--- config.mk ---
export PLATFORM = sky130hd
export DESIGN_NAME = dmem_arbiter
export DESIGN_NICKNAME = d
export VERILOG_FILES = /design/src/rtl/dmem_arbiter_pkg.sv /design/src/rtl/dmem_arbiter_starve_counter.sv /design/src/rtl/dmem_arbiter.sv
export SDC_FILE = /design/constraint.sdc
export NUM_CORES = 1
export LEC_CHECK = 0
export ABC_AREA = 0
export ABC_CLOCK_PERIOD_IN_PS = 2000
export CAP_MARGIN = 20
export CORE_MARGIN = 4
export CORE_UTILIZATION = 30
export CTS_CLUSTER_DIAMETER = 60
export DETAILED_ROUTE_END_ITERATION = 16
export PLACE_DENSITY_LB_ADDON = 0.12
export SYNTH_ARGS = -nofsm -noshare
export SYNTH_HDL_FRONTEND = slang
export SYNTH_SLANG_ARGS = --single-unit
--- constraint.sdc ---
create_clock -name clk -period 2 [get_ports clk]
set_input_delay 0.2 -clock clk [delete_from_list [all_inputs] [get_ports clk]]
set_output_delay 0.2 -clock clk [all_outputs]
set_load 0.02 [all_outputs]
--- src/rtl/dmem_arbiter_pkg.sv ---
// Shared types and defaults for the data-memory arbiter.
// Holds FSM state encodings and starvation-counter sizing.
package dmem_arbiter_pkg;

   typedef enum logic [1:0] {
      IDLE = 2'd0,
      C_RD = 2'd1,
      D_RD = 2'd2
   } arb_state_t;

   localparam int STARVE_LIM_DEF = 4;
   localparam int CNT_W          = 4;

endpackage

--- src/rtl/dmem_arbiter_starve_counter.sv ---
// Saturating starvation counter with clear and limit-hit flag.
// Ports: clk, reset (async low), inc, clr -> cnt, hit.
module starve_counter
   import dmem_arbiter_pkg::*;
#(
   parameter int LIM = STARVE_LIM_DEF
) (
   input  logic             clk,
   input  logic             reset,
   input  logic             inc,
   input  logic             clr,
   output logic [CNT_W-1:0] cnt,
   output logic             hit
);

   localparam logic [CNT_W-1:0] LIM_C = CNT_W'(LIM);

   always_ff @(posedge clk or negedge reset) begin
      if (!reset) begin
         cnt <= '0;
      end else if (clr) begin
         cnt <= '0;
      end else if (inc && cnt != LIM_C) begin
         cnt <= cnt + 1'b1;
      end
   end

   assign hit = (cnt == LIM_C);

endmodule

--- src/rtl/dmem_arbiter.sv ---
// Shares one sync data memory between the core load/store path
// and a debug/loader port. Core has priority; debug is protected
// from starvation. Ports: core_*, dbg_*, mem_*, clk, reset (async low).
module dmem_arbiter
   import dmem_arbiter_pkg::*;
#(
   parameter int ADDR_W     = 32,
   parameter int DATA_W     = 32,
   parameter int STARVE_LIM = STARVE_LIM_DEF
) (
   input  logic              clk,
   input  logic              reset,
   input  logic              core_req,
   input  logic              core_we,
   input  logic [ADDR_W-1:0] core_addr,
   input  logic [DATA_W-1:0] core_wdata,
   output logic [DATA_W-1:0] core_rdata,
   output logic              core_stall,
   input  logic              dbg_req,
   input  logic              dbg_we,
   input  logic [ADDR_W-1:0] dbg_addr,
   input  logic [DATA_W-1:0] dbg_wdata,
   output logic [DATA_W-1:0] dbg_rdata,
   output logic              dbg_ack,
   output logic              mem_en,
   output logic              mem_we,
   output logic [ADDR_W-1:0] mem_addr,
   output logic [DATA_W-1:0] mem_wdata,
   input  logic [DATA_W-1:0] mem_rdata
);

   arb_state_t        state;
   logic [DATA_W-1:0] core_rdata_q;
   logic [CNT_W-1:0]  starve_cnt;
   logic              starve_hit;
   logic              dbg_live;
   logic              in_idle;
   logic              dbg_grant;
   logic              core_grant;
   logic              core_done;
   logic              cnt_clr;

   // dbg_req is still up in its own ack cycle; that is the old
   // request, so it must not be granted again there.
   assign dbg_live = dbg_req & ~dbg_ack;

   assign in_idle    = reset & (state == IDLE);
   assign dbg_grant  = in_idle & dbg_live
                     & (starve_hit | ~core_req);
   assign core_grant = in_idle & core_req & ~dbg_grant;

   assign cnt_clr = ~dbg_live | dbg_grant | (state == D_RD);

   starve_counter #(
      .LIM (STARVE_LIM)
   ) u_starve (
      .clk   (clk),
      .reset (reset),
      .inc   (dbg_live),
      .clr   (cnt_clr),
      .cnt   (starve_cnt),
      .hit   (starve_hit)
   );

   always_comb begin
      mem_en    = 1'b0;
      mem_we    = 1'b0;
      mem_addr  = '0;
      mem_wdata = '0;
      unique case (1'b1)
         dbg_grant: begin
            mem_en    = 1'b1;
            mem_we    = dbg_we;
            mem_addr  = dbg_addr;
            mem_wdata = dbg_we ? dbg_wdata : '0;
         end
         core_grant: begin
            mem_en    = 1'b1;
            mem_we    = core_we;
            mem_addr  = core_addr;
            mem_wdata = core_we ? core_wdata : '0;
         end
         default: ;
      endcase
   end

   assign core_done  = (core_grant & core_we) | (state == C_RD);
   assign core_stall = ~reset | (core_req & ~core_done);

   // Load data is forwarded straight from memory in C_RD and held
   // afterwards so the pipeline sees it in the cycle stall drops.
   assign core_rdata = (state == C_RD) ? mem_rdata : core_rdata_q;

   always_ff @(posedge clk or negedge reset) begin
      if (!reset) begin
         state        <= IDLE;
         dbg_ack      <= 1'b0;
         dbg_rdata    <= '0;
         core_rdata_q <= '0;
      end else begin
         dbg_ack <= 1'b0;
         unique case (state)
            IDLE: begin
               if (dbg_grant) begin
                  if (dbg_we) dbg_ack <= 1'b1;
                  else        state   <= D_RD;
               end else if (core_grant && !core_we) begin
                  state <= C_RD;
               end
            end
            C_RD: begin
               core_rdata_q <= mem_rdata;
               state        <= IDLE;
            end
            D_RD: begin
               dbg_rdata <= mem_rdata;
               dbg_ack   <= 1'b1;
               state     <= IDLE;
            end
            default: state <= IDLE;
         endcase
      end
   end

endmodule
==> impl_metrics.json, run 1 <==
{
  "power.density_nw_per_um2": 817,
  "drive_above_1_share_pct": 41.0,
  "yosys-top-cells-area": "dfrtp_1 47%, mux2_2 19%, mux2i_1 9.1%",
  "ff2ff_path_depth": 9,
  "antennaDiodeCount": 0,
  "yosysTopAreaCellShare_pct": 47.4,
  "wl_um": 16700,
  "drt-initial-drc-count": 123,
  "reg2reg_to": "state[1]",
  "clk_latency_ns": 0.32,
  "yosysTopAreaCell": "dfrtp_1",
  "start_util_pct": 30.9,
  "yosysSeqAreaShare_pct": 47.4,
  "startpoint_type": "flop",
  "slew_headroom_pct": 38.5,
  "synth_area_um2": 3740,
  "grt_pass1_wl_um": 24000,
  "tritoncts": "done",
  "synth.distinct_cells": 30,
  "status": "finished, violations left",
  "port_buffers": 297,
  "reg2reg_slack_ns": 0.12,
  "drv_slew": 0,
  "finalClockSkew_ns": 0.00850,
  "postSynthCellCount": 319,
  "crit_required_ns": 1.80,
  "clockBufferDepth": 2,
  "path_class": "flop to primary output",
  "fin_crit_sh_pct": 122,
  "synth_seq_cells": 71,
  "design.die.area_um2": 14300,
  "ys.flop_type": "dfrtp_1",
  "clkTransAtPathRegs_ns": 0.06,
  "worst_pin_slew_ns": 0.922,
  "p_total_mw": 6.80,
  "hpwl_um": 12000,
  "cp.arrival_ns": 2.24,
  "max_freq_mhz": 410,
  "wl_per_cell_um": 20.1,
  "final_core_util_pct": 68.7,
  "drv_cap": 0,
  "ys_async_sr_fraction_pct": 100,
  "cts_root_buf": "clkbuf_16",
  "ios": 298,
  "cts_sinks": 71,
  "vias": 3839,
  "synth_fp_nets": 487,
  "rr_startpoint": "u_starve.cnt[1]",
  "die_height_um": 120,
  "grt_setup_unrepaired": "true",
  "fin_crit_ns": 2.44,
  "hold_violations": 0,
  "endpoint": "mem_addr[11]",
  "first_global_vias": 4100,
  "grt-ovfl-total": 0,
  "startpoint": "u_starve.cnt[1]",
  "p_leak_nw": 3.68,
  "yosysWarnings": 0,
  "place_congestion": 0.886,
  "track_usage_pct": 21.4,
  "crit_fanout": 5,
  "synth.most_common_cell": "dfrtp_1",
  "cts_buffers": 9,
  "setup_violations": 89,
  "fin_ws_ns": -0.441,
  "num_rows": 40,
  "fin_nets": 830,
  "timing.hold.ws_ns": 0.224,
  "vdd_ir_drop_max_v": 0.000774,
  "ant_nets": 0,
  "drt_pre_antenna_iters": 4,
  "grt_antenna_before_repair": 0,
  "synth_edf_count": 0,
  "grt_max_degree": 73,
  "die_width_um": 120,
  "avgViaCountPerCell": 4.60,
  "cts_hold_buffers": 0,
  "core-area_um2": 12100,
  "h-tree-depth": 3,
  "synth.avg_cell_area_um2": 11.7,
  "final_area_um2": 8320,
  "drc": 0,
  "hp-class": "primary input to asynchronous set/reset pin",
  "area_delta_synth_final_pct": 122,
  "violations": "setup timing",
  "end_kind": "primary output",
  "placed_area_um2": 7310,
  "synth.top_cells.by_count": "71 x dfrtp_1, 64 x mux2_2, 35 x inv_1, 34 x mux2i_1, 32 x nand2_1"
}
timing repair:
item,CTS,global route
resized for setup,533,81
endpoints found under the setup margin,99,100
setup buffers,12,14
pin swaps,5,33
gates cloned,4,8
critical path, stage by stage (launching register included):
cell and delay, ns:
dfrtp_1 0.37, inv_1 0.06, ha_2 0.17, nand3b_1 0.13
buf_4 0.17, a211oi_4 0.27, buf_4 0.19, buf_8 0.13
mux2i_2 0.24, buf_4 0.19
worst min-delay path by stage:
stage                       end  slack, ns  cells past startpoint
2_1_floorplan   core_rdata_q[0]       -0.1                      0
3_3_place_gp   core_rdata_q[21]       0.48                      1
3_5_place_dp   core_rdata_q[22]       0.49                      1
4_1_cts         core_rdata_q[9]       0.28                      3
5_1_grt                 dbg_ack       0.32                      3
6_report        core_rdata_q[1]       0.22                      3
report_power, final:
| part | leakage [nW] | internal [mW] | switching, mW |
|---|---|---|---|
| clock network | 0.145 | 1.09 | 0.580 |
| logic | 2.69 | 1.74 | 1.37 |
| registers | 0.849 | 1.85 | 0.170 |
| total | 3.68 | 4.67 | 2.12 |
kinds of logic after synthesis:
family          after synthesis  synth area share (%)
compound gates               39                  9.79
flops                        71                  47.4
simple gates                 49                  6.18
fa+ha+maj                     2                 0.668
xor+xnor                      2                 0.468
mux                          98                  28.3
buf+inv                      58                  7.12
layout by cell type, fill, tap and decap left out, types with 3 or more instances in the layout:
cell,netlist,final
buf_2,9,4
nor3_1,3,3
nand2b_1,4,4
buf_6,4,90
clkdlybuf4s50_1,0,197
nand2_1,32,32
mux2i_4,0,16
a22o_1,31,30
mux2i_1,34,8
buf_12,0,8
buf_4,2,42
buf_16,0,3
inv_1,35,35
clkbuf_16,0,16
mux2_2,64,39
mux2i_2,0,10
mux2_4,0,25
dfrtp_1,71,71
buf_8,0,4
layer usage:
layer  track usage [%]  part of all wire (%)  vias up
met2              36.3                    49      165
met1              26.4                    42     1861
met3              7.87                   8.0       14
li1                  -                     -     1799
met5                 0                     0        -
met4              3.72                   1.2        0
through the flow:
step	setup WS, ns	instances	setup TNS, ns
finish	-0.441	834	-26.52
global route	-0.554	834	-37.63
CTS	-0.420	817	-24.31
detailed placement	-0.610	786	-32.56
global placement	-0.504	786	-29.28
floorplan	-0.0744	319	-1.85
flip-flops by register name, indices dropped and copies added, names as in the netlist:
signal and flops:
dbg_ack 1, state 2, u_starve.cnt 4, core_rdata_q 32, dbg_rdata 32
area by class of cell:
| cell class | instances | area (um2) |
|---|---|---|
| clock buffer | 10 | 229 |
| clock inverter | 5 | 83.8 |
| fill | 925 | 3790 |
| inverter | 35 | 131 |
| multi-input combinational | 190 | 2090 |
| sequential | 71 | 1780 |
| tap | 168 | 210 |
| timing repair buffer | 355 | 3800 |
(Power assumes the default switching activity.)
==> run 2: changes to the inputs <==
Settings changed: ABC_CLOCK_PERIOD_IN_PS 2000 to default, PLACE_DENSITY from default to 0.86, PLACE_DENSITY_LB_ADDON 0.12 to default.
==> impl_metrics.json, run 2 (synthesized netlist as in run 1, its figures left out) <==
{
  "hold_violations": 0,
  "cp.arrival_ns": 2.19,
  "clk_latency_ns": 0.32,
  "fin_crit_ns": 2.39,
  "ant_nets": 0,
  "cts_sinks": 71,
  "avgViaCountPerCell": 4.67,
  "timing.hold.ws_ns": 0.299,
  "place_congestion": 0.925,
  "tritoncts": "done",
  "setup_violations": 98,
  "port_buffers": 297,
  "h-tree-depth": 3,
  "crit_required_ns": 1.80,
  "end_kind": "primary output",
  "reg_top3": "core_rdata_q (32), dbg_rdata (32), u_starve.cnt (4)",
  "pwr-share-comb_pct": 46.9,
  "drc": 0,
  "clkTransAtPathRegs_ns": 0.06,
  "internal_power_mw": 4.61,
  "die_height_um": 120,
  "p_total_mw": 6.80,
  "clockBufferDepth": 2,
  "final_cell_mix": "197 x clkdlybuf4s50_1, 91 x buf_6, 71 x dfrtp_1",
  "drv_slew": 0,
  "num_rows": 40,
  "switching_share_pct": 32.2,
  "grt_setup_unrepaired": "true",
  "critical_path.cell_chain": "inv_1 -> ha_2 -> nand3b_1 -> buf_4 -> a211oi_4 -> buf_12 -> buf_16 -> mux2i_1 -> buf_4",
  "violations": "setup timing",
  "grt-ovfl-total": 0,
  "vdd_ir_drop_max_v": 0.000966,
  "wl_um": 16400,
  "cts_buffers": 9,
  "start_util_pct": 30.9,
  "wl_per_cell_um": 19.8,
  "die_width_um": 120,
  "slew_headroom_pct": 38.5,
  "vias": 3875,
  "drt_pre_antenna_iters": 4,
  "area_delta_synth_final_pct": 123,
  "power.density_nw_per_um2": 815,
  "fillCellCount": 812,
  "fin_crit_sh_pct": 120,
  "final_area_um2": 8340,
  "grt_antenna_before_repair": 0,
  "hpwl_um": 11800,
  "final_common_cell": "clkdlybuf4s50_1",
  "power_frac_clock_pct": 23.2,
  "hp-class": "primary input to asynchronous set/reset pin",
  "regArea_um2": 1780,
  "crit_path_frequent_cell": "buf_4",
  "design.die.area_um2": 14300,
  "slowest_stage": "dfrtp_1",
  "first_global_vias": 4338,
  "cts_root_buf": "clkbuf_16",
  "placed_area_um2": 7400,
  "ios": 298,
  "p_leak_nw": 3.70,
  "path_class": "flop to primary output",
  "grt_pass1_wl_um": 24300,
  "drt-initial-drc-count": 180,
  "track_usage_pct": 21.3,
  "drv_cap": 0,
  "cts_hold_buffers": 0,
  "p_switching_mw": 2.19,
  "drive_above_1_share_pct": 40.6,
  "fin_ws_ns": -0.393,
  "multi_input_area_um2": 2130,
  "worst_pin_slew_ns": 0.922,
  "critPathMaxStageDelay_ns": 0.38,
  "startpoint_type": "flop",
  "finalClockSkew_ns": 0.00698,
  "grt_max_degree": 73,
  "fin_nets": 825,
  "crit_fanout": 8,
  "status": "finished, violations left",
  "seq_power_share_pct": 29.9,
  "antennaDiodeCount": 0,
  "max_freq_mhz": 418,
  "core-area_um2": 12100
}
run 2: area by class of cell:
cell class                      count  share of cell area [%]
Clock buffer                       10                    2.74
Clock inverter                      6                   0.825
Inverter                           35                    1.57
Multi-Input combinational cell    190                    25.5
Sequential cell                    71                    21.3
Tap cell                          168                    2.52
Timing Repair Buffer              350                    45.5
run 2: timing repair:
item / CTS / global route
gates resized for setup: 544 / 81
cloned: 6 / 3
endpoints found under the setup margin: 98 / 98
buffers inserted: 14 / 5
pin swaps: 7 / 3
run 2: critical path: cells and delay by family, from the launching register on:
| family | cells | cell delay [ns] |
|---|---|---|
| and+or+nand+nor | 1 | 0.10 |
| muxes | 1 | 0.22 |
| AOI/OAI and AO/OA | 1 | 0.23 |
| buffers and inverters | 5 | 0.74 |
| adders and majority gates | 1 | 0.18 |
| DFF | 1 | 0.38 |
run 2: final timing paths:
check	start	endpoint	slack, ns	cells after the start
worst max register to register	u_starve.cnt[0]	state[1]	0.27	8
max in group asynchronous	reset	core_rdata_q[25]	1.11	3
worst max-delay path	u_starve.cnt[0]	mem_addr[0]	-0.39	9
worst min-delay path	reset	u_starve.cnt[3]	0.30	3
min in group clk	core_rdata_q[29]	core_rdata_q[29]	0.50	1
worst min register to register	core_rdata_q[29]	core_rdata_q[29]	0.50	1
run 2: power by group through the flow:
stage / combinational, mW / clock [mW] / sequential, mW
detailed placement: 2.87 / 0 / 2.04
global route: 3.35 / 1.68 / 2.07
CTS: 2.91 / 1.61 / 2.03
floorplan: 1.05 / 0 / 2.27
finish: 3.19 / 1.58 / 2.04
global placement: 2.81 / 0 / 2.01
run 2: metal layers:
layer,wire (um),track usage (%),up-vias
li1,-,-,1787
met1,6390,25.0,1891
met2,8530,38.3,181
met3,1310,6.88,16
met4,205,4.29,0
met5,0,0,-
run 2: per-stage QoR:
| step | instances | utilization (%) | setup WS [ns] | TNS (ns) |
|---|---|---|---|---|
| CTS | 825 | 65.9 | -0.408 | -24.96 |
| floorplan | 319 | - | -0.0744 | -1.85 |
| finish | 830 | 68.9 | -0.393 | -24.64 |
| global placement | 789 | 61.1 | -0.489 | -28.67 |
| detailed placement | 789 | 61.1 | -0.545 | -32.45 |
| global route | 830 | 68.9 | -0.490 | -33.45 |
==> run 3: changes to the inputs <==
Settings changed: CORE_AREA from default to 3 3 114 116, CORE_MARGIN 4 to default, CORE_UTILIZATION 30 to default, DIE_AREA from default to 0 0 117 119, PLACE_DENSITY 0.86 to 0.85, REMOVE_ABC_BUFFERS from default to 1.
Clock period 2 ns to 2.7 ns, I/O delays scaled along.
==> impl_metrics.json, run 3 (synthesized netlist as in run 1, its figures left out) <==
{
  "final_core_util_pct": 58.2,
  "grt-ovfl-total": 0,
  "drt-initial-drc-count": 135,
  "pwr-share-comb_pct": 43.3,
  "reg2reg_to": "state[1]",
  "tritoncts": "done",
  "rr_startpoint": "u_starve.cnt[1]",
  "first_global_vias": 3979,
  "fin_nets": 794,
  "ios": 298,
  "startpoint_type": "flop",
  "crit_required_ns": 2.43,
  "die_height_um": 119,
  "setup_violations": 0,
  "fillCellCount": 1026,
  "seq_power_share_pct": 32.5,
  "power.density_nw_per_um2": 654,
  "core-area_um2": 12000,
  "wl_per_cell_um": 17.3,
  "grt_antenna_before_repair": 0,
  "h-tree-depth": 3,
  "hpwl_um": 10900,
  "fin_crit_sh_pct": 95.3,
  "design.die.area_um2": 13900,
  "num_rows": 40,
  "antennaDiodeCount": 0,
  "clkTransAtPathRegs_ns": 0.06,
  "internal_power_mw": 3.09,
  "die_width_um": 117,
  "fin_crit_ns": 2.57,
  "cts_buffers": 9,
  "grt_max_degree": 73,
  "grt_setup_unrepaired": "false",
  "ant_nets": 0,
  "timing.hold.ws_ns": 0.191,
  "reg2reg_slack_ns": 0.87,
  "slew_headroom_pct": 41.0,
  "ff2ff_path_depth": 8,
  "drv_slew": 0,
  "p_switching_mw": 1.48,
  "drv_cap": 0,
  "avgViaCountPerCell": 4.66,
  "area_delta_synth_final_pct": 86.7,
  "vias": 3627,
  "end_kind": "primary output",
  "worst_pin_slew_ns": 0.885,
  "switching_share_pct": 32.4,
  "grt_pass1_wl_um": 20700,
  "clockBufferDepth": 2,
  "track_usage_pct": 18.8,
  "p_leak_nw": 3.13,
  "place_congestion": 0.835,
  "cts_root_buf": "clkbuf_16",
  "status": "finished clean",
  "drt_pre_antenna_iters": 4,
  "power_frac_clock_pct": 24.2,
  "hold_violations": 0,
  "wl_um": 13400,
  "drive_above_1_share_pct": 27.9,
  "drc": 0,
  "start_util_pct": 31.2,
  "crit_fanout": 17,
  "startpoint": "u_starve.cnt[1]",
  "cp.arrival_ns": 2.30,
  "path_class": "flop to primary output",
  "max_freq_mhz": 389,
  "hp-class": "primary input to asynchronous set/reset pin",
  "cts_sinks": 71,
  "clk_latency_ns": 0.32,
  "final_cell_mix": "230 x clkdlybuf4s50_1, 71 x dfrtp_1, 64 x mux2_2",
  "finalClockSkew_ns": 0.00690,
  "vdd_ir_drop_max_v": 0.000297,
  "final_common_cell": "clkdlybuf4s50_1",
  "port_buffers": 297,
  "reg_top3": "core_rdata_q (32), dbg_rdata (32), u_starve.cnt (4)",
  "cts_hold_buffers": 0
}
[run 3: cell types whose count changed in the layout (fill, tap and decap cells not counted), moves of 8 or more]
cell / previous run / this run
buf_12: 11 / 3
clkdlybuf4s50_1: 197 / 230
mux2i_1: 8 / 33
buf_4: 39 / 19
clkbuf_2: 0 / 32
mux2_4: 32 / 0
mux2_2: 32 / 64
buf_6: 91 / 2
mux2i_4: 16 / 0
buf_2: 1 / 32
mux2i_2: 10 / 1
[run 3: how the worst max path moves through the flow]
| stage | slack, ns | cells past startpoint | endpoint |
|---|---|---|---|
| floorplan | -1.67 | 3 | mem_wdata[0] |
| global placement | 0.04 | 7 | mem_wdata[13] |
| finish | 0.13 | 9 | mem_addr[13] |
| CTS | -0.05 | 8 | mem_addr[5] |
| global route | 0.03 | 9 | mem_addr[5] |
| detailed placement | -0.04 | 7 | mem_wdata[13] |
[run 3: what timing repair did]
item / CTS / global route
buffers inserted: 3 / 4
pin swaps: 2 / 1
endpoints found under the setup margin: 66 / 66
gates resized for setup: 165 / 75
cloned: 1 / 0
[run 3: metal layers]
metal / track usage, % / wire [um] / vias to the layer above
met5: 0 / 0 / -
met4: 6.67 / 348 / 0
met3: 4.67 / 947 / 21
met2: 34.4 / 7210 / 179
met1: 20.6 / 4930 / 1704
li1: - / - / 1723
[run 3: final cells by class]
type	instances	area, um2	share of cell area (%)
clock buffers	10	239	3.42
clock inverters	6	50.0	0.716
inverters	35	131	1.88
multi-input cells	190	1740	24.8
flip-flops and latches	71	1780	25.4
well taps	147	184	2.63
repair buffers	319	2880	41.1
[run 3: through the flow]
step	setup slack, ns	area (um2)	setup TNS, ns	total power, mW	std cells
after floorplan	-1.67	3610	-99.52	2.40	296
after global placement	0.0414	6930	0	3.47	754
after detailed placement	-0.0402	6930	-0.324	3.54	754
after CTS	-0.0534	7200	-0.241	4.64	774
after global routing	0.0291	6990	0	4.82	778
final	0.128	6990	0	4.57	778
[run 3: critical path: stages (launching register included)]
cell and delay, ns:
dfrtp_1 0.41, inv_1 0.08, ha_1 0.17, nand3b_1 0.15, buf_4 0.18, a211oi_4 0.23
buf_4 0.16, buf_12 0.17, mux2i_1 0.25, buf_4 0.18
[run 3: power groups by stage]
stage,sequential (mW),clock (mW),combinational (mW)
2_1_floorplan,1.68,0,0.718
3_3_place_gp,1.49,0,1.99
3_5_place_dp,1.51,0,2.03
4_1_cts,1.49,1.14,2.01
5_1_grt,1.52,1.20,2.10
6_report,1.49,1.11,1.98
